<file path="src/rtl/riscv_v_uop_sequencer_if.sv">
// rtl/riscv_v_uop_sequencer_if.sv - decode-side instruction and execute-side uop channels of the vector uop sequencer
interface riscv_v_uop_sequencer_if #(
    parameter int VREG_W = 5,
    parameter int VL_W   = 8
);
    logic              clear_pipe;
    logic              instr_valid;
    logic              instr_ready;
    logic [VREG_W-1:0] instr_vd;
    logic [VREG_W-1:0] instr_vs1;
    logic [VREG_W-1:0] instr_vs2;
    logic [2:0]        vsew;
    logic [2:0]        vlmul;
    logic [VL_W-1:0]   vl;
    logic [VL_W-1:0]   vstart;
    logic              uop_valid;
    logic              uop_ready;
    logic [VREG_W-1:0] uop_vd;
    logic [VREG_W-1:0] uop_vs1;
    logic [VREG_W-1:0] uop_vs2;
    logic [2:0]        uop_idx;
    logic [VL_W-1:0]   uop_elem_start;
    logic [VL_W-1:0]   uop_elem_cnt;
    logic              uop_last;
    logic              done;
    logic              illegal;
    logic              busy;

    modport master (
        input  clear_pipe, instr_valid, instr_vd, instr_vs1, instr_vs2,
               vsew, vlmul, vl, vstart, uop_ready,
        output instr_ready, uop_valid, uop_vd, uop_vs1, uop_vs2, uop_idx,
               uop_elem_start, uop_elem_cnt, uop_last, done, illegal, busy
    );

    modport slave (
        output clear_pipe, instr_valid, instr_vd, instr_vs1, instr_vs2,
               vsew, vlmul, vl, vstart, uop_ready,
        input  instr_ready, uop_valid, uop_vd, uop_vs1, uop_vs2, uop_idx,
               uop_elem_start, uop_elem_cnt, uop_last, done, illegal, busy
    );
endinterface

</file>
<file path="src/rtl/riscv_v_uop_sequencer.sv">
// rtl/riscv_v_uop_sequencer.sv - strip-mines one vector instruction into per-register uops over its LMUL group
module riscv_v_uop_sequencer #(
    parameter int VLEN   = 128,
    parameter int ELEN   = 32,
    parameter int VREG_W = 5,
    parameter int VL_W   = $clog2(VLEN) + 1
) (
    input  logic                       clk,
    input  logic                       rst,
    riscv_v_uop_sequencer_if.master    bus
);
    localparam int LOG_VLEN = $clog2(VLEN);

    typedef enum logic [1:0] {S_IDLE, S_ISSUE, S_DONE, S_ILL} state_t;

    state_t            state, state_nx;
    logic [VREG_W-1:0] l_vd, l_vs1, l_vs2;
    logic [VL_W-1:0]   l_vstart, l_vle;
    logic [4:0]        l_log;
    logic [2:0]        idx, first_idx, last_idx;

    // Decode of the offered instruction; only meaningful in the accept cycle.
    logic        in_illegal, in_empty;
    logic [4:0]  in_log;
    logic [31:0] in_epr, in_vlmax, in_vle, in_vl, in_vstart;
    logic [1:0]  lmul_sh;

    always_comb begin
        in_vl      = 32'(bus.vl);
        in_vstart  = 32'(bus.vstart);
        lmul_sh    = bus.vlmul[2] ? 2'd0 : bus.vlmul[1:0];
        in_illegal = bus.vsew[2] || (bus.vlmul == 3'd4) || ((32'd8 << bus.vsew) > 32'(ELEN));
        in_log     = 5'(LOG_VLEN - 3) - {3'b000, bus.vsew[1:0]};
        in_epr     = 32'd1 << in_log;
        in_vlmax   = in_epr << lmul_sh;
        in_vle     = (in_vl < in_vlmax) ? in_vl : in_vlmax;
        in_empty   = in_vstart >= in_vle;
    end

    wire accept    = (state == S_IDLE) && bus.instr_valid && !bus.clear_pipe;
    wire handshake = (state == S_ISSUE) && bus.uop_ready;

    always_comb begin
        state_nx = state;
        case (state)
            S_IDLE:  if (bus.instr_valid)
                         state_nx = in_illegal ? S_ILL : (in_empty ? S_DONE : S_ISSUE);
            S_ISSUE: if (bus.uop_ready && idx == last_idx) state_nx = S_DONE;
            default: state_nx = S_IDLE;
        endcase
        if (bus.clear_pipe) state_nx = S_IDLE;
    end

    always_ff @(posedge clk or negedge rst) begin
        if (!rst) begin
            state     <= S_IDLE;
            l_vd      <= '0;
            l_vs1     <= '0;
            l_vs2     <= '0;
            l_vstart  <= '0;
            l_vle     <= '0;
            l_log     <= '0;
            idx       <= '0;
            first_idx <= '0;
            last_idx  <= '0;
        end else begin
            state <= state_nx;
            if (accept) begin
                l_vd      <= bus.instr_vd;
                l_vs1     <= bus.instr_vs1;
                l_vs2     <= bus.instr_vs2;
                l_vstart  <= bus.vstart;
                l_vle     <= VL_W'(in_vle);
                l_log     <= in_log;
                idx       <= 3'(in_vstart >> in_log);
                first_idx <= 3'(in_vstart >> in_log);
                last_idx  <= 3'((in_vle - 32'd1) >> in_log);
            end else if (handshake && !bus.clear_pipe) begin
                idx <= idx + 3'd1;
            end
        end
    end

    // Element window of the current register, derived from the latched instruction.
    logic [31:0] epr, reg_base, remain, hi, estart;
    always_comb begin
        epr      = 32'd1 << l_log;
        reg_base = 32'(idx) << l_log;
        remain   = 32'(l_vle) - reg_base;
        hi       = (remain < epr) ? remain : epr;
        estart   = (idx == first_idx) ? (32'(l_vstart) & (epr - 32'd1)) : 32'd0;
    end

    wire issuing = (state == S_ISSUE);

    assign bus.instr_ready    = (state == S_IDLE);
    assign bus.busy           = (state != S_IDLE);
    assign bus.done           = (state == S_DONE);
    assign bus.illegal        = (state == S_ILL);
    assign bus.uop_valid      = issuing;
    assign bus.uop_vd         = issuing ? l_vd  + VREG_W'(idx) : '0;
    assign bus.uop_vs1        = issuing ? l_vs1 + VREG_W'(idx) : '0;
    assign bus.uop_vs2        = issuing ? l_vs2 + VREG_W'(idx) : '0;
    assign bus.uop_idx        = issuing ? idx : 3'd0;
    assign bus.uop_elem_start = issuing ? VL_W'(estart) : '0;
    assign bus.uop_elem_cnt   = issuing ? VL_W'(hi - estart) : '0;
    assign bus.uop_last       = issuing && (idx == last_idx);
endmodule
</file>
<file path="src/flat_wrapper.sv">
// flat-port wrapper written by rule: the top's interface ports become plain ports
module riscv_v_uop_sequencer_flat 
#(
    parameter int VLEN   = 128,
    parameter int ELEN   = 32,
    parameter int VREG_W = 5,
    parameter int VL_W   = $clog2(VLEN) + 1
)
  (clk, rst, bus_clear_pipe, bus_instr_valid, bus_instr_vd, bus_instr_vs1, bus_instr_vs2, bus_vsew, bus_vlmul, bus_vl, bus_vstart, bus_uop_ready, bus_instr_ready, bus_uop_valid, bus_uop_vd, bus_uop_vs1, bus_uop_vs2, bus_uop_idx, bus_uop_elem_start, bus_uop_elem_cnt, bus_uop_last, bus_done, bus_illegal, bus_busy);
  riscv_v_uop_sequencer_if #(.VREG_W(VREG_W), .VL_W(VL_W)) bus_i ();
  input  logic clk;
  input  logic rst;
  input wire logic [$bits(bus_i.clear_pipe)-1:0] bus_clear_pipe;
  input wire logic [$bits(bus_i.instr_valid)-1:0] bus_instr_valid;
  input wire logic [$bits(bus_i.instr_vd)-1:0] bus_instr_vd;
  input wire logic [$bits(bus_i.instr_vs1)-1:0] bus_instr_vs1;
  input wire logic [$bits(bus_i.instr_vs2)-1:0] bus_instr_vs2;
  input wire logic [$bits(bus_i.vsew)-1:0] bus_vsew;
  input wire logic [$bits(bus_i.vlmul)-1:0] bus_vlmul;
  input wire logic [$bits(bus_i.vl)-1:0] bus_vl;
  input wire logic [$bits(bus_i.vstart)-1:0] bus_vstart;
  input wire logic [$bits(bus_i.uop_ready)-1:0] bus_uop_ready;
  output wire logic [$bits(bus_i.instr_ready)-1:0] bus_instr_ready;
  output wire logic [$bits(bus_i.uop_valid)-1:0] bus_uop_valid;
  output wire logic [$bits(bus_i.uop_vd)-1:0] bus_uop_vd;
  output wire logic [$bits(bus_i.uop_vs1)-1:0] bus_uop_vs1;
  output wire logic [$bits(bus_i.uop_vs2)-1:0] bus_uop_vs2;
  output wire logic [$bits(bus_i.uop_idx)-1:0] bus_uop_idx;
  output wire logic [$bits(bus_i.uop_elem_start)-1:0] bus_uop_elem_start;
  output wire logic [$bits(bus_i.uop_elem_cnt)-1:0] bus_uop_elem_cnt;
  output wire logic [$bits(bus_i.uop_last)-1:0] bus_uop_last;
  output wire logic [$bits(bus_i.done)-1:0] bus_done;
  output wire logic [$bits(bus_i.illegal)-1:0] bus_illegal;
  output wire logic [$bits(bus_i.busy)-1:0] bus_busy;
  assign bus_i.clear_pipe = bus_clear_pipe;
  assign bus_i.instr_valid = bus_instr_valid;
  assign bus_i.instr_vd = bus_instr_vd;
  assign bus_i.instr_vs1 = bus_instr_vs1;
  assign bus_i.instr_vs2 = bus_instr_vs2;
  assign bus_i.vsew = bus_vsew;
  assign bus_i.vlmul = bus_vlmul;
  assign bus_i.vl = bus_vl;
  assign bus_i.vstart = bus_vstart;
  assign bus_i.uop_ready = bus_uop_ready;
  assign bus_instr_ready = bus_i.instr_ready;
  assign bus_uop_valid = bus_i.uop_valid;
  assign bus_uop_vd = bus_i.uop_vd;
  assign bus_uop_vs1 = bus_i.uop_vs1;
  assign bus_uop_vs2 = bus_i.uop_vs2;
  assign bus_uop_idx = bus_i.uop_idx;
  assign bus_uop_elem_start = bus_i.uop_elem_start;
  assign bus_uop_elem_cnt = bus_i.uop_elem_cnt;
  assign bus_uop_last = bus_i.uop_last;
  assign bus_done = bus_i.done;
  assign bus_illegal = bus_i.illegal;
  assign bus_busy = bus_i.busy;
  riscv_v_uop_sequencer #(.VLEN(VLEN), .ELEN(ELEN), .VREG_W(VREG_W), .VL_W(VL_W)) u_core (.clk(clk), .rst(rst), .bus(bus_i));
endmodule
</file>
<file path="config.mk">
export PLATFORM = sky130hd
export DESIGN_NAME = riscv_v_uop_sequencer_flat
export DESIGN_NICKNAME = d
export VERILOG_FILES = /design/src/rtl/riscv_v_uop_sequencer_if.sv /design/src/rtl/riscv_v_uop_sequencer.sv /design/src/flat_wrapper.sv
export SDC_FILE = /design/constraint.sdc
export NUM_CORES = 1
export LEC_CHECK = 0
export BUFFER_PORTS_ARGS = -buffer_cell sky130_fd_sc_hd__buf_2
export CAP_MARGIN = 20
export CORE_MARGIN = 5
export CORE_UTILIZATION = 50
export DETAILED_ROUTE_END_ITERATION = 12
export PLACE_DENSITY = 0.72
export SETUP_SLACK_MARGIN = 0.3
export SLEW_MARGIN = 20
export SYNTH_ARGS = -nofsm -noshare
export SYNTH_HDL_FRONTEND = slang
export SYNTH_SLANG_ARGS = --single-unit
</file>
<file path="constraint.sdc">
create_clock -name clk -period 8.3 [get_ports clk]
set_input_delay 0.83 -clock clk [delete_from_list [all_inputs] [get_ports clk]]
set_output_delay 0.83 -clock clk [all_outputs]
set_load 0.03 [all_outputs]
</file>
### Word level (Yosys, flattened, before mapping)

Index checks and enable logic that the tools add are counted.

* reductions and logical operators: 13
* shift-type cells: 7
* mux-type cells: 18
* multipliers: 0
* bitwise logic cells: 1
* $add $sub $neg: 9
* equal/unequal tests: 8
* div/mod/pow operators: 0
* magnitude comparators: 4

Operators by type and width (count)
* left shift 1 x 5 -> 32 bit (first input constant): 2
* greater-or-equal comparator 8 x 32 -> 1 bit: 1
* > comparator 32 x 6 -> 1 bit (second input constant): 1
* less-than comparator 32 bit: 1
* less-than comparator 8 x 32 -> 1 bit: 1
* two-way mux 32 bit: 1
* two-way mux 8 bit: 4
* left shift 3 x 5 -> 32 bit: 1
* left shift 32 x 2 -> 32 bit: 1
* left shift 4 x 3 -> 32 bit (first input constant): 1
* right shift 32 x 5 -> 3 bit: 1
* subtractor 32 x 1 -> 32 bit (second input constant): 1
* subtractor 8 x 32 -> 32 bit: 1
* adder 5 x 3 -> 5 bit: 3
* two-way mux 5 bit: 3
* two-way mux 2 bit: 6
* two-way mux 3 bit: 3
* bitwise AND 8 bit: 1
* right shift 8 x 5 -> 3 bit: 1
* subtractor 8 x 1 -> 8 bit (second input constant): 1
* subtractor 8 bit: 1
* equality test 3 bit: 2
* logical AND 1 bit: 6
* != test 3 bit (second input constant): 2
* 11 further kinds: 14

* memory bits (read-only): 0
* logic and storage cells: 70
* memory bits (writable): 0
* input port bits: 42
* bits in registers: 47
* output and inout port bits: 40
* bits in latches: 0
* memories kept: 0

### Depth between registers and ports, before layout

Gate-level depths: netlist (run 1).

* depth after elaboration: 11
* gate-level depth with buffers: 28
* mapped depth without buffers: 27

### Worst setup path before layout (run 1)

OpenSTA, ideal clock, no wires.

* path type: flip-flop to output port
* start point: reg u_core.idx[1]
* end point: out bus_uop_elem_cnt[7]
* required time: 7470 ps
* stages on the path, launching flop included: 27
* data arrival time: 6170 ps
* buffers on the path: 1
* slack: 1300 ps
* path through: dfrtp_1 -> clkbuf_1 -> nor2b_1 -> a21oi_1 -> or3_1 -> fa_1 -> a21o_1 -> a21oi_1 -> o21bai_1 -> a21oi_1 -> xnor2_1 -> ha_1 -> a21o_1 -> a2111oi_0 -> nand4_1 -> a2111oi_4 -> nor2_1 -> a21o_1 -> ha_1 -> nor2b_1 -> o21ai_0 -> a21oi_1 -> o21ai_0 -> a21oi_1 -> o21a_1 -> or3_1 -> mux2i_1

* cells in the longest elaborated chain, start to end: 6
* elaborated cells between the ends (all ways): 8
* those cells by class: 2 x add/sub; 1 x order compare; 1 x eq/ne; 1 x shift; 3 x mux

RTL lines
* start: declaration: line riscv_v_uop_sequencer.sv:20 `logic [2:0] idx, first_idx, last_idx;`
* start signal: assignment: line riscv_v_uop_sequencer.sv:75 `idx <= 3'(in_vstart >> in_log);`
* start signal: assignment: line riscv_v_uop_sequencer.sv:79 `idx <= idx + 3'd1;`
* left shift 3 x 5 -> 32 bit: line riscv_v_uop_sequencer.sv:88 `reg_base = 32'(idx) << l_log;`
* subtractor 8 x 32 -> 32 bit: line riscv_v_uop_sequencer.sv:89 `remain = 32'(l_vle) - reg_base;`
* less-than comparator 32 bit: line riscv_v_uop_sequencer.sv:90 `hi = (remain < epr) ? remain : epr;`
* two-way mux 8 bit: line riscv_v_uop_sequencer.sv:90
* subtractor 8 bit (*): line riscv_v_uop_sequencer.sv:106 `assign bus.uop_elem_cnt = issuing ? VL_W'(hi - estart) : '0;`
* two-way mux 8 bit (*): line riscv_v_uop_sequencer.sv:106
* end: declaration: line flat_wrapper.sv:30 `output wire logic [$bits(bus_i.uop_elem_cnt)-1:0] bus_uop_elem_cnt;`

Mark *: on every way between the ends. The rest lies on a longest branch, timed or not.

### Worst setup path after layout (run 1)

Ends and elaborated chain as after synthesis.

==> run_results.csv, run 1 <==
group,metric,value,unit
timing,period_share,90.9,%
routing,wire_per_inst,16.6,um
global_routing,grt_overflow_total,0,
floorplan,ioPinCount,82,
synthesis,netlist_area,5260,um^2
cells_and_area,post_route_cells_drive_above_1_share,16.0,%
place,routabilityCongestion,0.920,
clock_network,cts_root_buf,"clkbuf_8",
hold_path,hp-start,"u_core.l_vle[0]",
setup_path,crit_arrival,6710,ps
floorplan,core-area,10300,um^2
cells_and_area,fill_cells,1012,
synthesis,synthTopCellsByArea,"dfrtp_1, ha_1, nand2_1, nor2_1, o21ai_0",
setup_path,critPathLaunch,"u_core.idx[1]",
clock_network,post_cts_buffers,0,
global_routing,grt_pass1_vias,4815,
routing,ant_nets,0,
synthesis,syn_avg_cell_area,7.73,um^2
setup_path,start_kind,"flop",
cells_and_area,final_common_cell,"nand2_1",
clock_network,cts_tree,"done",
timing,setup_viol,0,
routing,vias,5031,
global_routing,grt_pass1_wl,23600,um
clock_network,clk_latency,300,ps
timing,setup-tns-final,0,ps
clock_network,cts_hold_buf,0,
floorplan,die_x,113,um
synthesis,synth_cells,681,
synthesis,yosys_warnings,0,
synthesis,synth-main-ff-cell,"dfrtp_1",
setup_path,cp_top_family,"compound AO/OA/AOI/OAI gates",
place,port_buffers,80,
synthesis,synthArstFlopShare,100,%
power,pwr-share-comb,64.7,%
power,power.switching,0.751,mW
power,peakVddDrop,0.185,mV
timing,slew_headroom,42.0,%
floorplan,start_util,51.2,%
place,place_ws,960,ps
place,place_hpwl,11200,um
setup_path,critPathMaxStageDelay,610,ps
synthesis,yosysTopAreaCell,"dfrtp_1",
timing,worst_pin_slew,849,ps
synthesis,synth_top_area_share,20.9,%
clock_network,cts_inserted_buffers,5,
setup_path,cp-end-kind,"primary output",
power,power_frac_seq,24.1,%
timing,fin_ws,756,ps
timing,rsz0062_at_grt,"no",
routing,vias_per_cell,5.79,
timing,maxSlewViolCount,0,
synthesis,ys_ff_latch,44,
timing,finalHoldViolCount,0,
setup_path,crit_buf_inv,2,
power,swShare,48.8,%
setup_path,cp_max_fo,16,
clock_network,clock-sinks,44,
synthesis,synth.yosys.seq_area_share,20.9,%
power,p_per_area,264,nW/um^2
setup_path,crit_slowest_cell,"dfrtp_2",
floorplan,rows,37,
timing,fmax,0.133,GHz
cells_and_area,n_antenna_cell,0,
setup_path,crit_top_cell,"a21oi_1",
power,clkPwrFrac,11.2,%
power,intPower,0.787,mW
clock_network,cts-resized-gates,0,
clock_network,cts.path.max_buffers,2,
setup_path,required,7470,ps
global_routing,grt_start_max_net_pins,57,
floorplan,die-area,12700,um^2
timing,skew,10.3,ps
routing,drt_first_iter_violations,367,
cells_and_area,fin_nets,837,
global_routing,antenna_found_initial,0,
timing,timing.final.crit_period,7540,ps
routing,wl,14400,um
job,maxCapViolCount,0,
cells_and_area,final_cell_mix,"nand2_1, buf_2, ha_1",
setup_path,worst-setup-path-type,"flop to primary output",
synthesis,syn-num-nets,786,
routing,drc,0,
synthesis,synth_edf_count,0,
power,leakage,2.79,nW
routing,first_pass_iters,6,
setup_path,r2r_start,"u_core.state[0]",
clock_network,clk_pin_slew,90,ps
synthesis,netlist-cell-type-count,77,
timing,whs,488,ps
global_routing,track_usage,22.2,%
clock_network,cts_htree_levels,2,
floorplan,dieHeight,113,um
hold_path,hold_class,"flop to flop",
outcome,status,"complete, no violations",
cells_and_area,area_growth,10.7,%
-- per-layer routing --
layer  track usage (%)  wire [um]  vias to the layer above
met2              35.7       6690                      111
met1              31.6       6850                     2398
li1                  -          -                     2508
met5                 0          0                        -
met3              3.34        720                       14
met4              4.41        129                        0
-- power by group through the flow --
stage,Sequential [mW],Combinational (mW),Clock [mW]
3_3_place_gp,0.371,0.954,0
3_5_place_dp,0.374,0.987,0
6_report,0.371,0.996,0.172
5_1_grt,0.383,1.13,0.180
2_1_floorplan,0.324,0.803,0
4_1_cts,0.370,0.993,0.173
-- flip-flops by register name, summed over array words and instances, names as in the netlist --
| signal | count |
|---|---|
| u_core.l_vs2 | 5 |
| u_core.idx | 3 |
| u_core.l_log | 3 |
| u_core.l_vle | 8 |
| u_core.l_vstart | 7 |
| u_core.l_vd | 5 |
| u_core.l_vs1 | 5 |
| u_core.state | 2 |
| u_core.last_idx | 3 |
| u_core.first_idx | 3 |
-- metrics by stage --
stage / instance area, um^2 / instances / util (%) / power [mW]
2_1_floorplan: 5260 / 681 / - / 1.13
3_3_place_gp: 5710 / 861 / 55.6 / 1.32
6_report: 5830 / 869 / 56.7 / 1.54
5_1_grt: 5830 / 869 / 56.7 / 1.69
3_5_place_dp: 5710 / 861 / 55.6 / 1.36
4_1_cts: 5820 / 869 / 56.7 / 1.54
-- synthesized netlist by cell type (3+ instances only) --
cell type / number
and3_1: 5
a2111o_1: 3
a21o_1: 15
and3b_1: 3
a22oi_1: 3
ha_1: 58
o21a_1: 8
mux4_2: 3
nand2b_1: 9
nand2_1: 102
xor2_1: 14
a31oi_1: 3
clkbuf_1: 31
a21oi_1: 35
o211a_1: 3
inv_1: 37
o31ai_1: 3
nor3_1: 21
o311ai_0: 4
o22ai_1: 3
o21ai_1: 4
a2111oi_0: 3
nor2b_1: 18
mux2i_1: 7
a221o_1: 3
a211o_1: 3
nand3_1: 10
a22o_1: 3
o21ai_0: 36
nand3b_1: 3
nand4_1: 5
buf_2: 8
and2_1: 13
or2_2: 3
dfrtp_1: 44
or3_1: 9
nor4_1: 5
nor3b_1: 3
a211oi_1: 11
fa_1: 5
o211ai_1: 8
xnor2_1: 14
nor2_1: 54
o21bai_1: 3
-- cell type report --
type                    instances  area (um^2)  share of cell area, %
well taps                     136          170                   2.92
multi-input cells             556         3850                   66.0
flip-flops and latches         44         1100                   18.9
repair buffers                 86          448                   7.69
clock buffers                   5         68.8                   1.18
clock inverters                 3         46.3                  0.794
inverters                      39          146                   2.51
-- worst min-delay path, delay by kind of cell, from the launching register on --
family             cells  cell delay [ps]
AOI/OAI and AO/OA      1               60
DFF                    1              350
and+or+nand+nor        1               50
-- worst paths after layout --
check | endpoint | slack, ps | cells past startpoint
max reg2reg | u_core.last_idx[1] | 6330 | 6
min reg2reg | u_core.l_vle[0] | 490 | 2
max | bus_uop_elem_cnt[7] | 760 | 27
min in group asynchronous | u_core.l_vs2[1] | 520 | 1
max in group asynchronous | u_core.idx[1] | 7370 | 1
min | u_core.l_vle[0] | 490 | 2
-- kinds of logic (layout without fill, tap and decap cells) --
logic type / count (synthesis) / after routing / share of synthesized area [%]
compound gates: 180 / 180 / 24.7
other cells: 1 / 1 / 0.0712
fa+ha+maj: 64 / 64 / 15.9
flops: 44 / 44 / 20.9
buf+inv: 81 / 133 / 6.11
simple gates: 271 / 271 / 24.6
mux: 12 / 12 / 3.04
xor+xnor: 28 / 28 / 4.66
Power figures use the tool's default switching activity.
==> run 2: changes to the inputs <==
--- a/config.mk
+++ b/config.mk
@@ -5,12 +5,11 @@
 export SDC_FILE = /design/constraint.sdc
 export NUM_CORES = 1
 export LEC_CHECK = 0
-export BUFFER_PORTS_ARGS = -buffer_cell sky130_fd_sc_hd__buf_2
 export CAP_MARGIN = 20
 export CORE_MARGIN = 5
 export CORE_UTILIZATION = 50
 export DETAILED_ROUTE_END_ITERATION = 12
-export PLACE_DENSITY = 0.72
+export DONT_BUFFER_PORTS = 1
 export SETUP_SLACK_MARGIN = 0.3
 export SLEW_MARGIN = 20
 export SYNTH_ARGS = -nofsm -noshare
==> run 2 against run 1 <==
Power is 1.6% lower. Via count is 3.6% lower. Sequential power hardly changed. Critical endpoint unchanged. Utilization is 3.5 points lower. Maximum frequency is 1.4% higher. Clock power hardly changed. Die area stayed put. Register-to-register slack worse by 610 ps. Combinational power is 2.4% lower.
==> run_results.csv, run 2 (synthesized netlist as in run 1, its figures left out) <==
group,metric,value,unit
timing,skew,10.2,ps
timing,maxSlewViolCount,0,
setup_path,cp_max_fo,16,
clock_network,cts.path.max_buffers,2,
timing,period_share,89.6,%
place,post_dp_cell_area,5340,um^2
global_routing,track_usage,22.3,%
place,routabilityCongestion,0.913,
global_routing,grt_overflow_total,0,
setup_path,r2r_cells,7,
setup_path,crit_arrival,6610,ps
routing,first_pass_iters,5,
clock_network,cts_htree_levels,2,
setup_path,crit_buf_inv,1,
cells_and_area,largest_register,"u_core.l_vle",
routing,vias,4848,
global_routing,grt_pass1_vias,4646,
setup_path,crit_top_cell,"a21oi_1",
timing,slew_headroom,33.3,%
clock_network,cts_tree,"done",
floorplan,rows,37,
floorplan,core-area,10300,um^2
hold_path,hold_class,"input port to async pin",
timing,rsz0062_at_grt,"no",
setup_path,r2r_start,"u_core.state[0]",
setup_path,worst-setup-path-type,"flop to primary output",
cells_and_area,area_growth,3.97,%
timing,timing.final.crit_period,7440,ps
cells_and_area,post_route_cells_drive_above_1_share,6.39,%
timing,worst_pin_slew,992,ps
cells_and_area,largest_register_ff_count,8,
outcome,status,"complete, no violations",
job,maxCapViolCount,0,
setup_path,start_kind,"flop",
cells_and_area,fin_area,5470,um^2
setup_path,cp_top_family,"compound AO/OA/AOI/OAI gates",
cells_and_area,n_antenna_cell,0,
routing,drt_first_iter_violations,347,
cells_and_area,top_regs,"u_core.l_vle: 8 flops, u_core.l_vstart: 7 flops",
timing,fmax,0.134,GHz
global_routing,grt_pass1_wl,23600,um
setup_path,cp_num_cells,26,
setup_path,crit_slowest_cell,"dfrtp_4",
setup_path,required,7470,ps
clock_network,cts_root_buf,"clkbuf_8",
setup_path,critPathMaxStageDelay,580,ps
setup_path,crit_end,"bus_uop_elem_cnt[7]",
cells_and_area,final_common_cell,"nand2_1",
floorplan,die_x,113,um
clock_network,clk_latency,300,ps
setup_path,critPathLaunch,"u_core.idx[1]",
setup_path,r2r-end,"u_core.last_idx[1]",
global_routing,antenna_found_initial,0,
floorplan,start_util,51.2,%
routing,ant_nets,0,
place,place_hpwl,11200,um
cells_and_area,fin_nets,761,
routing,wire_per_inst,18.2,um
clock_network,cts_inserted_buffers,5,
timing,setup_viol,0,
cells_and_area,final_cell_mix,"nand2_1, ha_1, nor2_1",
clock_network,clock-sinks,44,
setup_path,rrSetupSlack,5720,ps
power,peakVddDrop,0.165,mV
global_routing,grt_start_max_net_pins,57,
clock_network,clk_pin_slew,90,ps
routing,wl,14500,um
routing,vias_per_cell,6.11,
power,p_per_area,276,nW/um^2
routing,drc,0,
clock_network,cts_hold_buf,0,
power,leakage,2.44,nW
floorplan,die-area,12700,um^2
timing,setup-tns-final,0,ps
place,port_buffers,0,
timing,finalHoldViolCount,0,
setup_path,cp-end-kind,"primary output",
floorplan,ioPinCount,82,
floorplan,dieHeight,113,um
[run 2: where the power goes]
part           total (mW)  internal, mW  switching [mW]
clock network       0.170        0.0907          0.0794
registers           0.371         0.279          0.0922
logic               0.972         0.402           0.570
total                1.51         0.772           0.741
[run 2: final cells by class]
| type | count | area, um^2 |
|---|---|---|
| clock inverters | 3 | 47.5 |
| fillers | 1030 | 4800 |
| inverters | 39 | 146 |
| flip-flops and latches | 44 | 1100 |
| repair buffers | 10 | 75.1 |
| well taps | 136 | 170 |
| multi-input cells | 556 | 3860 |
| clock buffers | 5 | 68.8 |
[run 2: worst min path at each step]
stage,endpoint,slack [ps],cells after the start
floorplan,u_core.l_vstart[0],440,2
global placement,u_core.l_vs2[0],460,2
detailed placement,u_core.l_vstart[2],470,2
CTS,u_core.l_vstart[5],200,0
global route,u_core.l_vstart[5],180,0
finish,u_core.l_vstart[5],210,0
[run 2: worst register-to-register path: cells and delay by family, from the launching register on]
family	cells	cell delay, ps
compound gates	2	300
simple gates	3	1020
flops	1	450
buf+inv	2	680
[run 2: metrics by stage]
step | hold WS (ps) | utilization [%] | setup WS [ps] | power, mW | std cells
2_1_floorplan | 442 | - | 1300 | 1.13 | 681
3_3_place_gp | 463 | 51.9 | 978 | 1.29 | 785
3_5_place_dp | 473 | 51.9 | 783 | 1.33 | 785
4_1_cts | 197 | 53.1 | 371 | 1.51 | 793
5_1_grt | 183 | 53.3 | 333 | 1.66 | 793
6_report | 213 | 53.3 | 863 | 1.51 | 793
[run 2: repair_timing]
item	CTS	global route
gates resized for setup	0	5
endpoints found under the setup margin	0	2
setup buffers	0	0
[run 2: routing by layer]
layer  global-route usage (%)  wire length (um)  vias up
met4                     7.45               339        0
met2                     38.0              7050      184
met3                     4.04               933       27
met1                     28.4              6140     2274
li1                         -                 -     2363
met5                        0                 0        -
